File: config.mk
export PLATFORM = sky130hd
export DESIGN_NAME = brush_painter
export DESIGN_NICKNAME = d
export VERILOG_FILES = /design/src/rtl/brush_painter.sv
export SDC_FILE = /design/constraint.sdc
export NUM_CORES = 1
export LEC_CHECK = 0
export CORE_MARGIN = 2
export CORE_UTILIZATION = 50
export CTS_CLUSTER_SIZE = 10
export DETAILED_ROUTE_END_ITERATION = 7
export PLACE_DENSITY = 0.82
export RECOVER_POWER = 25
export SLEW_MARGIN = 5
export SYNTH_ARGS = -nofsm -noshare
export SYNTH_HDL_FRONTEND = slang
export SYNTH_SLANG_ARGS = --single-unit
File: constraint.sdc
create_clock -name clock -period 17.6 [get_ports clock]
set_input_delay 5.28 -clock clock [delete_from_list [all_inputs] [get_ports clock]]
set_output_delay 5.28 -clock clock [all_outputs]
set_load 0.005 [all_outputs]
File: src/rtl/brush_painter.sv
// rtl/brush_painter.sv - clipped square brush painter, 16-bit RMW over Avalon-MM.
// Optional feature macro: BRUSH_WALL_PROTECT_EN (walls survive unless erasing).
module brush_painter #(
  parameter int COLS          = 640,
  parameter int ROWS          = 480,
  parameter int WORDS_PER_ROW = COLS / 8
) (
  input  logic        clock,
  input  logic        reset,
  input  logic [31:0] screen_ptr,
  input  logic        cmd_valid,
  output logic        cmd_ready,
  input  logic [9:0]  cmd_x,
  input  logic [8:0]  cmd_y,
  input  logic [1:0]  cmd_t,
  input  logic [1:0]  cmd_radius,
  output logic        busy,
  output logic        done,
  output logic [23:0] mem_address,
  output logic        mem_read,
  output logic        mem_write,
  output logic [15:0] mem_writedata,
  input  logic        mem_waitrequest,
  input  logic        mem_readdatavalid,
  input  logic [15:0] mem_readdata
);

  typedef enum logic [2:0] {
    S_IDLE, S_SETUP, S_RD_REQ, S_RD_WAIT, S_MODIFY, S_WR_REQ, S_NEXT
  } state_t;

  localparam logic signed [10:0] COL_MAX    = 11'(COLS - 1);
  localparam logic signed [10:0] ROW_MAX    = 11'(ROWS - 1);
  localparam logic [23:0]        ROW_STRIDE = 24'(WORDS_PER_ROW);

  state_t      state_q, state_d;
  logic [9:0]  x_q, x_d;
  logic [8:0]  y_q, y_d;
  logic [1:0]  t_q, t_d;
  logic [1:0]  r_q, r_d;
  logic [10:0] x0_q, x0_d;
  logic [10:0] x1_q, x1_d;
  logic [10:0] y1_q, y1_d;
  logic [10:0] row_q, row_d;
  logic [7:0]  word_q, word_d;
  logic [23:0] row_base_q, row_base_d;
  logic [23:0] addr_q, addr_d;
  logic [15:0] rdata_q, rdata_d;
  logic [15:0] wdata_q, wdata_d;
  logic        busy_q, busy_d;
  logic        skip_q, skip_d;

  logic signed [10:0] xs_lo, xs_hi, ys_lo, ys_hi;
  logic [10:0]        clip_x0, clip_x1, clip_y0, clip_y1;
  logic [23:0]        first_base;
  logic               out_of_range;
  logic [15:0]        mod_data;
  logic [10:0]        col;
  logic               unused_ptr_hi;

  assign unused_ptr_hi = ^screen_ptr[31:24];

  // Clip arithmetic is signed so x-r / y-r may go negative before clamping.
  assign xs_lo = $signed({1'b0, x_q}) - $signed({9'b0, r_q});
  assign xs_hi = $signed({1'b0, x_q}) + $signed({9'b0, r_q});
  assign ys_lo = $signed({2'b0, y_q}) - $signed({9'b0, r_q});
  assign ys_hi = $signed({2'b0, y_q}) + $signed({9'b0, r_q});

  assign clip_x0 = xs_lo[10] ? 11'd0 : xs_lo;
  assign clip_x1 = (xs_hi > COL_MAX) ? COL_MAX : xs_hi;
  assign clip_y0 = ys_lo[10] ? 11'd0 : ys_lo;
  assign clip_y1 = (ys_hi > ROW_MAX) ? ROW_MAX : ys_hi;

  assign out_of_range = ({1'b0, x_q} > $unsigned(COL_MAX)) ||
                        ({2'b0, y_q} > $unsigned(ROW_MAX));
  assign first_base   = screen_ptr[23:0] + 24'(clip_y0) * ROW_STRIDE;

  always_comb begin
    mod_data = rdata_q;
    col      = '0;
    for (int k = 0; k < 8; k++) begin
      col = {word_q, 3'(k)};
      if (col >= x0_q && col <= x1_q) begin
`ifdef BRUSH_WALL_PROTECT_EN
        if (!(rdata_q[2*k +: 2] == 2'd3 && t_q != 2'd0)) begin
          mod_data[2*k +: 2] = t_q;
        end
`else
        mod_data[2*k +: 2] = t_q;
`endif
      end
    end
  end

  always_comb begin
    state_d    = state_q;
    x_d        = x_q;
    y_d        = y_q;
    t_d        = t_q;
    r_d        = r_q;
    x0_d       = x0_q;
    x1_d       = x1_q;
    y1_d       = y1_q;
    row_d      = row_q;
    word_d     = word_q;
    row_base_d = row_base_q;
    addr_d     = addr_q;
    rdata_d    = rdata_q;
    wdata_d    = wdata_q;
    skip_d     = skip_q;
    done       = 1'b0;

    case (state_q)
      S_IDLE: begin
        if (cmd_valid) begin
          x_d     = cmd_x;
          y_d     = cmd_y;
          t_d     = cmd_t;
          r_d     = cmd_radius;
          state_d = S_SETUP;
        end
      end
      S_SETUP: begin
        x0_d   = clip_x0;
        x1_d   = clip_x1;
        y1_d   = clip_y1;
        row_d  = clip_y0;
        skip_d = out_of_range;
        if (out_of_range) begin
          state_d = S_NEXT;
        end else begin
          row_base_d = first_base;
          word_d     = 8'(clip_x0 >> 3);
          addr_d     = first_base + 24'(clip_x0 >> 3);
          state_d    = S_RD_REQ;
        end
      end
      S_RD_REQ: begin
        if (!mem_waitrequest) state_d = S_RD_WAIT;
      end
      S_RD_WAIT: begin
        if (mem_readdatavalid) begin
          rdata_d = mem_readdata;
          state_d = S_MODIFY;
        end
      end
      S_MODIFY: begin
        wdata_d = mod_data;
        state_d = S_WR_REQ;
      end
      S_WR_REQ: begin
        if (!mem_waitrequest) state_d = S_NEXT;
      end
      S_NEXT: begin
        if (!skip_q && word_q < 8'(x1_q >> 3)) begin
          word_d  = word_q + 8'd1;
          addr_d  = addr_q + 24'd1;
          state_d = S_RD_REQ;
        end else if (!skip_q && row_q < y1_q) begin
          row_d      = row_q + 11'd1;
          row_base_d = row_base_q + ROW_STRIDE;
          word_d     = 8'(x0_q >> 3);
          addr_d     = row_base_q + ROW_STRIDE + 24'(x0_q >> 3);
          state_d    = S_RD_REQ;
        end else begin
          done    = 1'b1;
          skip_d  = 1'b0;
          state_d = S_IDLE;
        end
      end
      default: state_d = S_IDLE;
    endcase

    busy_d = (state_d != S_IDLE);
  end

  always_ff @(posedge clock or posedge reset) begin
    if (reset) begin
      state_q    <= S_IDLE;
      x_q        <= '0;
      y_q        <= '0;
      t_q        <= '0;
      r_q        <= '0;
      x0_q       <= '0;
      x1_q       <= '0;
      y1_q       <= '0;
      row_q      <= '0;
      word_q     <= '0;
      row_base_q <= '0;
      addr_q     <= '0;
      rdata_q    <= '0;
      wdata_q    <= '0;
      busy_q     <= 1'b0;
      skip_q     <= 1'b0;
    end else begin
      state_q    <= state_d;
      x_q        <= x_d;
      y_q        <= y_d;
      t_q        <= t_d;
      r_q        <= r_d;
      x0_q       <= x0_d;
      x1_q       <= x1_d;
      y1_q       <= y1_d;
      row_q      <= row_d;
      word_q     <= word_d;
      row_base_q <= row_base_d;
      addr_q     <= addr_d;
      rdata_q    <= rdata_d;
      wdata_q    <= wdata_d;
      busy_q     <= busy_d;
      skip_q     <= skip_d;
    end
  end

  assign cmd_ready     = (state_q == S_IDLE);
  assign busy          = busy_q;
  assign mem_read      = (state_q == S_RD_REQ);
  assign mem_write     = (state_q == S_WR_REQ);
  assign mem_address   = addr_q;
  assign mem_writedata = wdata_q;

endmodule

==> results.cfg, run 1 <==
[status]
status = complete, but fails checks
violations = max-capacitance violations, max-slew violations

[timing]
worst_pin_slew_ps = 3450
fin_crit_sh = 0.515
rsz0062_at_grt = no
drv_slew = 75
maxSlewHeadroom = -1.31
setup_tns_ps = 0
hold_violations = 0
min_period_ps = 9070
max_freq_ghz = 0.110
setup_viol = 0
fin_skew_ps = 16.9
setup_ws_ps = 8530

[logic_synthesis]
synth_cells = 1419
seq_area_frac_synth = 0.327
syn_nets = 1582
ys_async_sr_fraction = 1.00
synth-main-ff-cell = dfrtp_1
synth.distinct_cells = 83
synth-seq-cells = 158
yosysTopAreaCellShare = 0.327
synth_edf_count = 0
syn_area_mm2 = 0.0121
yosysWarningCount = 0
yosysTopAreaCell = dfrtp_1
synth_area_leaders = dfrtp_1 33%, ha_1 8.2%, xnor2_1 5.0%, a21oi_1 5.0%, o21ai_0 4.8%
postSynthAreaPerCell_um2 = 8.51

[place]
dp_hpwl_um = 23100
io_buffer_count = 112
gp_congestion = 0.951
pre_cts_ws_ps = 8490

[worst_setup_path]
crit_type = reg2out
startpoint_type = register
cp_max_fo = 28
cp-end-kind = output pin
crit_required_ps = 12320
cp.arrival_ps = 3790
ff2ff_setup_slack_ps = 10990

[floorplanning]
core_mm2 = 0.0236
num_rows = 56
die_area_mm2 = 0.0254
start_util = 0.511
die_y_um = 159
die_w_um = 159
io_pins = 121

[clock_tree]
ctsResizeCount = 0
clockBufferDepth = 2
cts_root_buf = clkbuf_16
cts-hold-fix-buffers = 0
clk_latency_ps = 440
cts_tree = done
postCtsSetupBuffers = 0
cts.sinks = 158
path_clk_slew_ps = 70
cts_buffers = 17
htreeDepth = 4

[cells_and_area]
fin_nets = 1645
final_layout_size_suffix_gt1_frac = 0.0756
mostFrequentLayoutCell = dfrtp_1
layout_common_cells = 158 x dfrtp_1, 134 x nand2_1, 120 x a21oi_1, 117 x o21ai_0, 109 x nor2_1
synthToLayoutAreaGrowth_pct = 15.8
postLayoutCoreUtil = 0.592
diodes = 0

[detailed_routing]
drt_pass1_iterations = 5
detail_route.wl_per_cell_um = 17.5
dr_total_vias = 10800
vias_per_cell = 5.95
final_antenna_net_count = 0
drt_iter0_markers = 927
drcViolationCount = 0
finalWirelength_um = 31700

[global_route]
overflow = 0
grt.total_usage = 0.245
antenna_found_initial = 0
grt_max_degree = 86
grt_pass1_vias = 10400
grt_pass1_wl_um = 51500

[worst_hold_path]
hold_path.class = reg2reg

[run]
max-cap-violations = 1
[flip-flops by register name (all words and copies together) (netlist names), 10 cells and up]
name and cells:
x0_q 10, row_q 11, rdata_q 16, y1_q 10
mem_writedata 16, x_q 10, row_base_q 24, mem_address 24
x1_q 11
[cell usage after synthesis (10+ instances only)]
library cell / number
dfrtp_1: 158
nand2_1: 134
a21oi_1: 120
o21ai_0: 116
nor2_1: 111
ha_1: 79
inv_1: 71
xnor2_1: 69
clkbuf_1: 67
xor2_1: 47
nand3_1: 46
mux2_2: 39
nor3_1: 27
and3_1: 24
mux2i_1: 24
nand4_1: 24
a21o_1: 18
a211oi_1: 17
a22oi_1: 13
nor2b_1: 12
o211ai_1: 12
a31oi_1: 10
and2_1: 10
o21a_1: 10
[critical path, stage by stage, from the launching register on]
cell             delay (ps)
dfrtp_1                 460
ha_1                    340
a21o_1                  170
a21o_1                  170
a21oi_1                 280
nand2b_1                150
nor2_2                  120
clkbuf_1               1040
nor3_1                  110
clkdlybuf4s50_1         510
[stage by stage]
step | hold WS [ps] | instance area (µm²) | cells
after floorplan | 450 | 12100 | 1419
after global placement | 464 | 13400 | 1782
after detailed placement | 471 | 13400 | 1782
after CTS | 487 | 14000 | 1814
after global routing | 513 | 14000 | 1814
final | 487 | 14000 | 1814
[cell families (layout without fill, tap and decap cells)]
group           Yosys count  in the layout  synth area share
xor+xnor                118            118            0.0868
fa+ha+maj                87             87            0.0951
flops                   158            158             0.327
mux                      63             63            0.0563
simple gates            456            456             0.189
buf+inv                 151            227            0.0476
compound gates          386            386             0.198
[layout make-up]
cell class                      instances  area [µm²]
Multi-Input combinational cell       1110        7560
Clock inverter                         15         191
Sequential cell                       158        3950
Fill cell                            2003        9620
Clock buffer                           17         425
Inverter                               72         272
Timing Repair Buffer                  123        1190
Tap cell                              319         399
[routing by layer]
metal | routed length, µm | up-vias | part of all wire | global-route usage
met3 | 1690 | 59 | 0.053 | 0.0378
met2 | 15100 | 395 | 0.48 | 0.410
met5 | 0 | - | 0 | 0
met1 | 14300 | 5165 | 0.45 | 0.331
met4 | 610 | 0 | 0.019 | 0.0678
li1 | - | 5167 | - | -
[path summary, 6_finish.rpt]
kind | end | startpoint | cells after the start
max | done | word_q[5] | 9
min | x1_q[9] | x1_q[9] | 2
max reg2reg | mem_address[22] | r_q[1] | 25
min reg2reg | x1_q[9] | x1_q[9] | 2
max in group asynchronous | y_q[8] | reset | 3
min in group asynchronous | mem_address[0] | reset | 2
Power of run 1 is not shown: default switching activity piles up to over one toggle a cycle in this logic, so the estimate is an artifact.
==> run 2, diff against run 1 <==
==> constraint.sdc (replaced) <==
create_clock -name clock -period 9.1 [get_ports clock]
set_input_delay 2.73 -clock clock [delete_from_list [all_inputs] [get_ports clock]]
set_output_delay 2.73 -clock clock [all_outputs]
set_load 0.005 [all_outputs]
==> results.cfg, run 2 (synthesized netlist as in run 1, its figures left out) <==
[global_route]
grt_max_degree = 107
grt.total_usage = 0.249
overflow = 0
grt_pass1_wl_um = 52500
antenna_found_initial = 0
grt_pass1_vias = 10500

[worst_setup_path]
worst_path_dominant_cell_family = buffers and inverters
r2r_cells = 25
crit_buf_inv = 2
crit_required_ps = 8660
path_depth = 2
critPathCapture = y_q[2]
slowest_stage = inv_1
crit_type = in2async
ff2ff_setup_slack_ps = 2460
cp-end-kind = asynchronous set/reset pin
worstReg2RegEnd = mem_address[22]
r2r-start = r_q[1]
max_stage_delay_ps = 2920
crit_chain = dlygate4sd3_1 > inv_1
startpoint_type = primary input
cp_max_fo = 106
cp.arrival_ps = 6260
critPathLaunch = reset

[worst_hold_path]
hold_path.class = reg2reg

[detailed_routing]
detail_route.wl_per_cell_um = 17.4
drt_iter0_markers = 1054
vias_per_cell = 5.98
dr_total_vias = 10900
final_antenna_net_count = 0
drt_pass1_iterations = 7
drcViolationCount = 0
finalWirelength_um = 31500

[timing]
worst_pin_slew_ps = 4200
min_period_ps = 6700
hold_violations = 0
setup_ws_ps = 2400
drv_slew = 107
fin_skew_ps = 15.0
fin_crit_sh = 0.736
setup_viol = 0
maxSlewHeadroom = -1.80
setup_tns_ps = 0
rsz0062_at_grt = no
max_freq_ghz = 0.149

[clock_tree]
cts-hold-fix-buffers = 0
clockBufferDepth = 2
cts_root_buf = clkbuf_16
cts.sinks = 158
htreeDepth = 4
cts_buffers = 17
cts_tree = done
path_clk_slew_ps = 70
postCtsSetupBuffers = 0
clk_latency_ps = 440
ctsResizeCount = 0

[cells_and_area]
fin_nets = 1646
synthToLayoutAreaGrowth_pct = 15.9
multi_input_area_mm2 = 0.00756
final_layout_size_suffix_gt1_frac = 0.0749
layout_common_cells = 158 x dfrtp_1, 134 x nand2_1, 120 x a21oi_1, 117 x o21ai_0, 109 x nor2_1
fillerInstances = 2031
diodes = 0
final-seq-area_mm2 = 0.00395
mostFrequentLayoutCell = dfrtp_1

[floorplanning]
io_pins = 121
start_util = 0.511
num_rows = 56
die_y_um = 159
core_mm2 = 0.0236
die_area_mm2 = 0.0254
die_w_um = 159

[place]
gp_congestion = 0.921
pre_cts_ws_ps = 2570
io_buffer_count = 112
dp_hpwl_um = 22800

[run]
max-cap-violations = 1

[status]
status = complete, but fails checks
violations = max-capacitance violations, max-slew violations
run 2: through the flow:
step           cells   util  area, µm²  hold slack (ps)
6_report        1815  0.593      14000              490
2_1_floorplan   1419      -      12100              450
3_5_place_dp    1782  0.567      13400              478
5_1_grt         1815  0.593      14000              528
4_1_cts         1814  0.594      14000              493
3_3_place_gp    1782  0.567      13400              463
run 2: cell type report:
| cell class | count | share of cell area |
|---|---|---|
| Clock inverter | 15 | 0.0138 |
| Multi-Input combinational cell | 1110 | 0.540 |
| Clock buffer | 17 | 0.0304 |
| Tap cell | 319 | 0.0285 |
| Inverter | 72 | 0.0193 |
| Sequential cell | 158 | 0.283 |
| Timing Repair Buffer | 124 | 0.0852 |
run 2: worst min path at each step:
stage | from | end | slack [ps] | cells past startpoint
global placement | y1_q[7] | y1_q[7] | 460 | 2
floorplan | x1_q[10] | x1_q[10] | 450 | 2
finish | x1_q[10] | x1_q[10] | 490 | 2
CTS | x1_q[10] | x1_q[10] | 490 | 2
global route | x1_q[10] | x1_q[10] | 530 | 2
detailed placement | x1_q[10] | x1_q[10] | 480 | 2
run 2: per-layer routing:
| layer | track usage | routed length, µm | up-vias |
|---|---|---|---|
| li1 | - | - | 5187 |
| met1 | 0.331 | 13700 | 5194 |
| met2 | 0.421 | 15000 | 424 |
| met3 | 0.0409 | 2210 | 54 |
| met4 | 0.0727 | 613 | 0 |
| met5 | 0 | 0 | - |
Power of run 2 is left out for the same reason.
==> run 3, diff against run 2 <==
==> constraint.sdc (replaced) <==
create_clock -name clock -period 6.4 [get_ports clock]
set_input_delay 1.92 -clock clock [delete_from_list [all_inputs] [get_ports clock]]
set_output_delay 1.92 -clock clock [all_outputs]
set_load 0.005 [all_outputs]
==> results.cfg, run 3 (synthesized netlist as in run 1, its figures left out) <==
[worst_setup_path]
cp.arrival_ps = 6350
worst_path_dominant_cell_family = compound AO/OA/AOI/OAI gates
crit_type = reg2reg
crit_buf_inv = 3
startpoint_type = register
cp-end-kind = register
max_stage_delay_ps = 440
slowest_stage = dfrtp_1
r2r_cells = 26
r2r-start = y_q[1]
worstReg2RegEnd = mem_address[22]
ff2ff_setup_slack_ps = 340
cp_max_fo = 11
crit_top_cell = ha_1
crit_required_ps = 6690

[global_route]
grt_pass1_vias = 10600
grt_max_degree = 84
grt.total_usage = 0.251
grt_pass1_wl_um = 53000
antenna_found_initial = 0
overflow = 0

[worst_hold_path]
worstHoldEndpoint = y1_q[7]
hold_path.class = reg2reg
worstHoldPathCells = 2
hp-start = y1_q[7]

[timing]
fin_crit_sh = 0.947
max_freq_ghz = 0.165
drv_slew = 84
fin_skew_ps = 17.5
maxSlewHeadroom = -1.17
holdWs_ps = 493
setup_tns_ps = 0
setup_viol = 0
worst_pin_slew_ps = 3250
min_period_ps = 6060
hold_violations = 0

[status]
violations = max-capacitance violations, max-slew violations
status = complete, but fails checks

[place]
dp_hpwl_um = 22900
placed_area_mm2 = 0.0134
io_buffer_count = 112
gp_congestion = 0.908

[detailed_routing]
drcViolationCount = 0
top_layer = met4
drt_pass1_iterations = 7
vias_per_cell = 5.92
route.met3.wl_um = 1840
final_antenna_net_count = 0
detail_route.wl_per_cell_um = 17.2
dr_total_vias = 10800
drt_iter0_markers = 951
wl_met1_um = 14000
finalWirelength_um = 31200
wl_met2_um = 14600

[clock_tree]
cts_tree = done
cts-hold-fix-buffers = 0
clk_latency_ps = 450
cts_buffers = 17
htreeDepth = 4
cts.sinks = 158
clockBufferDepth = 2
path_clk_slew_ps = 80
cts_root_buf = clkbuf_16

[cells_and_area]
fin_area_mm2 = 0.0141
fin_nets = 1652
mostFrequentLayoutCell = dfrtp_1
final_layout_size_suffix_gt1_frac = 0.0892
synthToLayoutAreaGrowth_pct = 16.9
diodes = 0
layout_common_cells = 158 x dfrtp_1, 134 x nand2_1, 116 x a21oi_1, 116 x o21ai_0

[floorplanning]
start_util = 0.511
die_y_um = 159
core_mm2 = 0.0236
num_rows = 56
die_w_um = 159
die_area_mm2 = 0.0254
io_pins = 121

[run]
max-cap-violations = 1
-- run 3: cell type report --
type                            instances  area, µm²
Timing Repair Buffer                  130       1250
Clock buffer                           17        425
Inverter                               72        270
Multi-Input combinational cell       1110       7620
Tap cell                              319        399
Clock inverter                         15        191
Fill cell                            2012       9500
Sequential cell                       158       3950
-- run 3: repair_timing --
action / 4_1_cts / 5_1_grt
endpoints found under the setup margin: 0 / 8
setup buffers: 0 / 3
endpoints found under the hold margin: 0 / 0
gates resized for setup: 0 / 13
-- run 3: tightest hold or removal path: stages (launching register included) --
cell and delay, ps:
dfrtp_1 350, nand2_1 50, o21ai_0 60
-- run 3: metal layers --
| metal | GRT usage | vias to the layer above |
|---|---|---|
| met5 | 0 | - |
| met4 | 0.0822 | 0 |
| met3 | 0.0375 | 60 |
| met2 | 0.410 | 384 |
| met1 | 0.343 | 5127 |
| li1 | - | 5205 |
-- run 3: how the worst max path moves through the flow --
| stage | slack [ps] | start | depth (start not counted) | endpoint |
|---|---|---|---|---|
| global route | -40 | y_q[1] | 28 | mem_address[22] |
| global placement | 350 | r_q[1] | 25 | mem_address[22] |
| CTS | 110 | r_q[1] | 25 | mem_address[22] |
| floorplan | 220 | reset | 1 | busy |
| finish | 340 | y_q[1] | 26 | mem_address[22] |
| detailed placement | 170 | r_q[1] | 25 | mem_address[22] |
-- run 3: through the flow --
| stage | worst slack, ps | cells | utilization |
|---|---|---|---|
| 5_1_grt | -39.3 | 1821 | 0.598 |
| 3_3_place_gp | 352 | 1786 | 0.569 |
| 6_report | 338 | 1821 | 0.598 |
| 4_1_cts | 112 | 1818 | 0.595 |
| 3_5_place_dp | 174 | 1786 | 0.569 |
| 2_1_floorplan | 217 | 1419 | - |
Power of run 3 is left out for the same reason.
